<file path="src/rtl/mux_arb_pkg.sv">
// Shared constants and FSM encoding for the 16-way round-robin operand arbiter.
package mux_arb_pkg;
  localparam int NUM_REQ   = 16;
  localparam int SEL_W     = 4;
  localparam int DEF_WIDTH = 32;

  typedef enum logic {
    IDLE = 1'b0,
    SEND = 1'b1
  } arb_state_e;
endpackage

</file>
<file path="src/rtl/mux_16to1_arbiter_if.sv">
// Requester/consumer bundle of the round-robin arbiter.
// req_lock exists only when MUX_ARB_LOCK_EN is defined.
import mux_arb_pkg::*;

interface mux_16to1_arbiter_if #(parameter int WIDTH = DEF_WIDTH);
  logic [NUM_REQ-1:0]       req_valid;
  logic [NUM_REQ*WIDTH-1:0] req_data;
  logic [NUM_REQ-1:0]       req_ready;
`ifdef MUX_ARB_LOCK_EN
  logic [NUM_REQ-1:0]       req_lock;
`endif
  logic                     out_valid;
  logic [WIDTH-1:0]         out_data;
  logic [SEL_W-1:0]         out_sel;
  logic                     out_ready;

  modport master (
    output req_valid, req_data, out_ready,
`ifdef MUX_ARB_LOCK_EN
    output req_lock,
`endif
    input  req_ready, out_valid, out_data, out_sel
  );

  modport slave (
    input  req_valid, req_data, out_ready,
`ifdef MUX_ARB_LOCK_EN
    input  req_lock,
`endif
    output req_ready, out_valid, out_data, out_sel
  );
endinterface

</file>
<file path="src/rtl/mux_16to1.sv">
// Plain 16:1 WIDTH-bit combinational multiplexer, S selects A..P.
module mux_16to1 #(parameter int WIDTH = 32) (
  input  logic [WIDTH-1:0] A, B, C, D, E, F, G, H,
  input  logic [WIDTH-1:0] I, J, K, L, M, N, O, P,
  input  logic [3:0]       S,
  output logic [WIDTH-1:0] Y
);
  always_comb begin
    Y = A;
    case (S)
      4'd0:  Y = A;
      4'd1:  Y = B;
      4'd2:  Y = C;
      4'd3:  Y = D;
      4'd4:  Y = E;
      4'd5:  Y = F;
      4'd6:  Y = G;
      4'd7:  Y = H;
      4'd8:  Y = I;
      4'd9:  Y = J;
      4'd10: Y = K;
      4'd11: Y = L;
      4'd12: Y = M;
      4'd13: Y = N;
      4'd14: Y = O;
      default: Y = P;
    endcase
  end
endmodule

</file>
<file path="src/rtl/mux_16to1_arbiter.sv">
// Round-robin arbiter sharing one mux_16to1 among 16 requesters, registered valid/ready output.
// MUX_ARB_LOCK_EN: req_lock keeps the winner at top priority for a burst.
import mux_arb_pkg::*;

module mux_16to1_arbiter #(parameter int WIDTH = DEF_WIDTH) (
  input logic               clk,
  input logic               rst,
  mux_16to1_arbiter_if.slave bus
);
  arb_state_e state, state_nxt;
  logic [SEL_W-1:0] ptr, ptr_nxt, win;
  logic             any, accept, grant;
  logic [WIDTH-1:0] mux_y, data_q;
  logic [SEL_W-1:0] sel_q;
  logic [NUM_REQ-1:0][WIDTH-1:0] slice;

  assign slice = bus.req_data;

  // First valid index scanning upward from ptr with wraparound.
  always_comb begin : search
    logic [SEL_W-1:0] idx;
    idx = '0;
    win = '0;
    any = 1'b0;
    for (int k = 0; k < NUM_REQ; k++) begin
      idx = ptr + SEL_W'(k);
      if (!any && bus.req_valid[idx]) begin
        win = idx;
        any = 1'b1;
      end
    end
  end

  assign accept = (state == IDLE) || bus.out_ready;
  assign grant  = accept && any && !rst;
  assign bus.req_ready = grant ? (NUM_REQ'(1) << win) : '0;

  mux_16to1 #(.WIDTH(WIDTH)) u_mux (
    .A(slice[0]),  .B(slice[1]),  .C(slice[2]),  .D(slice[3]),
    .E(slice[4]),  .F(slice[5]),  .G(slice[6]),  .H(slice[7]),
    .I(slice[8]),  .J(slice[9]),  .K(slice[10]), .L(slice[11]),
    .M(slice[12]), .N(slice[13]), .O(slice[14]), .P(slice[15]),
    .S(win),
    .Y(mux_y)
  );

  always_comb begin
    state_nxt = state;
    ptr_nxt   = ptr;
    if (accept) begin
      if (any) begin
        state_nxt = SEND;
`ifdef MUX_ARB_LOCK_EN
        ptr_nxt = bus.req_lock[win] ? win : win + SEL_W'(1);
`else
        ptr_nxt = win + SEL_W'(1);
`endif
      end else begin
        state_nxt = IDLE;
      end
    end
  end

  always_ff @(posedge clk or posedge rst) begin
    if (rst) begin
      state <= IDLE;
      ptr   <= '0;
    end else begin
      state <= state_nxt;
      ptr   <= ptr_nxt;
    end
  end

  always_ff @(posedge clk or posedge rst) begin
    if (rst) begin
      data_q <= '0;
      sel_q  <= '0;
    end else if (accept && any) begin
      data_q <= mux_y;
      sel_q  <= win;
    end
  end

  assign bus.out_valid = (state == SEND);
  assign bus.out_data  = data_q;
  assign bus.out_sel   = sel_q;
endmodule

</file>
<file path="src/flat_wrapper.sv">
// flat-port wrapper written by rule: the top's interface ports become plain ports
module mux_16to1_arbiter_flat 
#(parameter int WIDTH = DEF_WIDTH)
  (clk, rst, bus_req_valid, bus_req_data, bus_out_ready, bus_req_ready, bus_out_valid, bus_out_data, bus_out_sel);
  mux_16to1_arbiter_if #(.WIDTH(WIDTH)) bus_i ();
  input logic clk;
  input logic rst;
  input wire logic [$bits(bus_i.req_valid)-1:0] bus_req_valid;
  input wire logic [$bits(bus_i.req_data)-1:0] bus_req_data;
  input wire logic [$bits(bus_i.out_ready)-1:0] bus_out_ready;
  output wire logic [$bits(bus_i.req_ready)-1:0] bus_req_ready;
  output wire logic [$bits(bus_i.out_valid)-1:0] bus_out_valid;
  output wire logic [$bits(bus_i.out_data)-1:0] bus_out_data;
  output wire logic [$bits(bus_i.out_sel)-1:0] bus_out_sel;
  assign bus_i.req_valid = bus_req_valid;
  assign bus_i.req_data = bus_req_data;
  assign bus_i.out_ready = bus_out_ready;
  assign bus_req_ready = bus_i.req_ready;
  assign bus_out_valid = bus_i.out_valid;
  assign bus_out_data = bus_i.out_data;
  assign bus_out_sel = bus_i.out_sel;
  mux_16to1_arbiter #(.WIDTH(WIDTH)) u_core (.clk(clk), .rst(rst), .bus(bus_i));
endmodule
</file>
<file path="config.mk">
export PLATFORM = sky130hd
export DESIGN_NAME = mux_16to1_arbiter_flat
export DESIGN_NICKNAME = d
export VERILOG_FILES = /design/src/rtl/mux_arb_pkg.sv /design/src/rtl/mux_16to1_arbiter_if.sv /design/src/rtl/mux_16to1.sv /design/src/rtl/mux_16to1_arbiter.sv /design/src/flat_wrapper.sv
export SDC_FILE = /design/constraint.sdc
export NUM_CORES = 1
export LEC_CHECK = 0
export CORE_AREA = 8 8 220 222
export DETAILED_ROUTE_END_ITERATION = 8
export DIE_AREA = 0 0 228 230
export DONT_BUFFER_PORTS = 1
export MAX_ROUTING_LAYER = met4
export PLACE_DENSITY = 0.42
export SLEW_MARGIN = 30
export SYNTH_ARGS = -nofsm -noshare
export SYNTH_HDL_FRONTEND = slang
export SYNTH_HIERARCHICAL = 1
export SYNTH_SLANG_ARGS = --single-unit
</file>
<file path="constraint.sdc">
create_clock -name clk -period 9.5 [get_ports clk]
set_clock_uncertainty 0.2 [all_clocks]
set_input_delay 1.425 -clock clk [delete_from_list [all_inputs] [get_ports clk]]
set_output_delay 1.425 -clock clk [all_outputs]
set_load 0.05 [all_outputs]
</file>
==> reports/summary.txt <==
Status: finished, final reports clean
Grt ovf: 0
Place WS: 1.330 ns
Hold endpoint: u_core/ptr[3]$_DFFE_PP0P_
Worst path slowest cell: ha_1
Gate Count Post-Synth: 952
Vias in the first global route: 9175
Maximum root-to-sink buffer count: 2
Top Layer Used: met4
Max FO, Critical Path: 21
Fill count: 5047
RR Endpoint: u_core/bus.out_data[3]$_DFFE_PP0P_
Worst Hold Class: flop to flop
Post-Synthesis Net Count: 1496
GR Util All Layers: 21.07%
Post-cts hold buffer count: 0
Max Slew Vio Count: 0
Post-CTS Setup Bufs: 0
CP arrival: 6.62 ns
Full die area: 52440 um^2
Multi-input logic area: 6633 um^2
Max Cap Viol: 0
Setup crit end kind: output pin
Via Count: 9124
Mapped Area: 8198 um^2
Setup Viol. Count Final: 0
Final ANT Viol Nets: 0
Reg2reg path depth: 17
Seq/Total Area, Yosys: 12.52%
Initial drt markers: 1076
Post-Route M1 WL: 22490 um
Pre-antenna DRT Iters: 8
Synth area leader: dfrtp_1
Async SR Flop Fraction: 100.0%
Flops & latches, synth: 41
Register area: 1027 um^2
Setup_tns: 0 ns
Yosys top cell area share: 12.52%
Remaining DRCs: 0
Commonest cells post-synth: a22oi_1 (79), mux2i_1 (71), nand2_1 (62)
Slew HR: 29.93%
Die H: 230 um
Initial Utilization: 18.26%
Synth unique cells: 92
Clk pin slew, worst setup/hold paths: 0.08 ns
Layout cells sized above 1: 15.88%
Synth-to-Final Area Change: 8.211%
Kind of critical path: flop to output pin
CTS tree: built
Fmax: 0.1212 GHz
Min cycle time layout: 8.249 ns
Row cnt: 78
Detailed placer's ending HPWL: 46210 um
Largest net degree at the start of global routing: 128
Mapped Avg Cell Area: 8.611 um^2
Final Cycle Share: 86.83%
Buffers added on ports: 0
WL/cell: 38.42 um
Worst EP required: 7.88 ns
Slowest stage delay, CP: 0.90 ns
Met3 wire len: 5097 um
Layout net count: 1431
Vias per inst: 6.099
Warnings from Yosys: 6
RSZ-0062 raised after global routing: no
Post-synth EDFFs: 0
Antenna violations before repair: 17
H-tree depth: 2
Worst reg-to-reg setup slack: 1.30 ns
WHS: 0.6117 ns
Clk sinks: 41
RePlAce Congestion: 0.9790
Most frequent cell on the critical path: ha_1
Detailed Route WL: 57480 um
Fin worst setup slack: 1.251 ns
Ports: 584
Most common cell in the netlist: a22oi_1
Top_reg_cell synth: dfrtp_1
Clock root buffer master: clkbuf_16
Dominant cells by area after synthesis: dfrtp_1 (13%), mux2i_1 (8.7%), a22oi_1 (7.2%)
Critical path startpoint category: flop
Worst slew pin tran: 1.049 ns
Met2 wire length: 29100 um
Post-CTS sizing: 0
Total CTS buffers: 5
HP Start: u_core/ptr[3]$_DFFE_PP0P_
Worst flop-to-flop path startpoint: u_core/ptr[1]$_DFFE_PP0P_
Hold depth: 3
Final core utilization: 19.76%
Hold Violations, Final: 0
Crit path cell chain: inv_1 -> ha_1 -> mux4_2 -> mux2i_2 -> mux2i_1 -> nor3b_4 -> nand4_2 -> o32ai_1 -> a211oi_1 -> o221ai_4 -> ha_1 -> ha_1 -> nand2_1 -> nor2_1
Core area: 44890 um^2
Die Width: 228 um
Worst skew pair latency: 0.32 ns
Global-route wire length before repair: 77890 um
## worst max path at each step
| stage | start | endpoint | slack (ns) |
|---|---|---|---|
| 6_report | u_core/ptr[1]$_DFFE_PP0P_ | bus_req_ready[7] | 1.25 |
| 5_1_grt | u_core/ptr[1]$_DFFE_PP0P_ | bus_req_ready[7] | 0.76 |
| 4_1_cts | u_core/ptr[1]$_DFFE_PP0P_ | bus_req_ready[7] | 1.22 |
| 3_5_place_dp | u_core/ptr[1]$_DFFE_PP0P_ | u_core/bus.out_data[3]$_DFFE_PP0P_ | 1.33 |
| 3_3_place_gp | u_core/ptr[1]$_DFFE_PP0P_ | u_core/bus.out_data[3]$_DFFE_PP0P_ | 1.51 |
| 2_1_floorplan | u_core/ptr[1]$_DFFE_PP0P_ | bus_req_ready[7] | 2.69 |
## kinds of logic after synthesis
kind of cell	share of synthesized area (%)
simple gates	15.57
flops	12.52
mux	25.37
xor+xnor	1.282
buf+inv	7.448
fa+ha+maj	1.984
compound gates	35.84
## layout by cell type, fill, tap and decap left out, drive strengths merged, types with 10 or more instances in the layout
master   synthesis  layout
nor2b           15      15
mux2            79      79
a2bb2oi         23      23
nand2b          13      13
nor3            10      10
ha              13      13
o32a            26      26
nor2            53      53
mux4            19      19
nand2           62      62
a22oi           79      79
a222oi          19      19
a21boi          25      25
mux2i           73      73
o21ai           38      38
a31oi           34      34
o221ai          28      28
o22ai           20      20
a21oi           19      19
buf             62      23
dfrtp           41      41
inv             14      14
## layout make-up
type	count	share of cell area, %
sequential	41	11.58
clock buffer	5	1.410
timing repair buffer	23	2.228
inverter	14	0.5924
tap	600	8.463
antenna	8	0.2257
multi-input combinational	802	74.77
clock inverter	3	0.7334
## metrics by stage
stage	area, um^2	cells
4_1_cts	8851	1488
3_3_place_gp	8657	1480
6_report	8871	1496
2_1_floorplan	8198	952
5_1_grt	8871	1496
3_5_place_dp	8661	1480
## sequential cells by signal (all words and copies together), names as in the netlist
name	flops
u_core/bus.out_sel	4
u_core/ptr	4
u_core/bus.out_data	32
u_core/bus.out_valid	1
## per-layer routing
metal  GRT usage [%]  vias to the layer above
met3           5.220                       57
met4           3.990                        0
met5               -                        -
li1                -                     3778
met2           36.09                      647
met1           25.02                     4642
## worst max-delay path, delay by kind of cell, from the launching register on
family / cells / cell delay [ns]
and+or+nand+nor: 4 / 1.64
muxes: 3 / 1.31
adders and majority gates: 3 / 1.29
DFF: 1 / 0.88
AOI/OAI and AO/OA: 3 / 0.82
buffers and inverters: 1 / 0.35
Power is not shown: default switching activity piles up to over one toggle a cycle in this logic, so the estimate is an artifact.
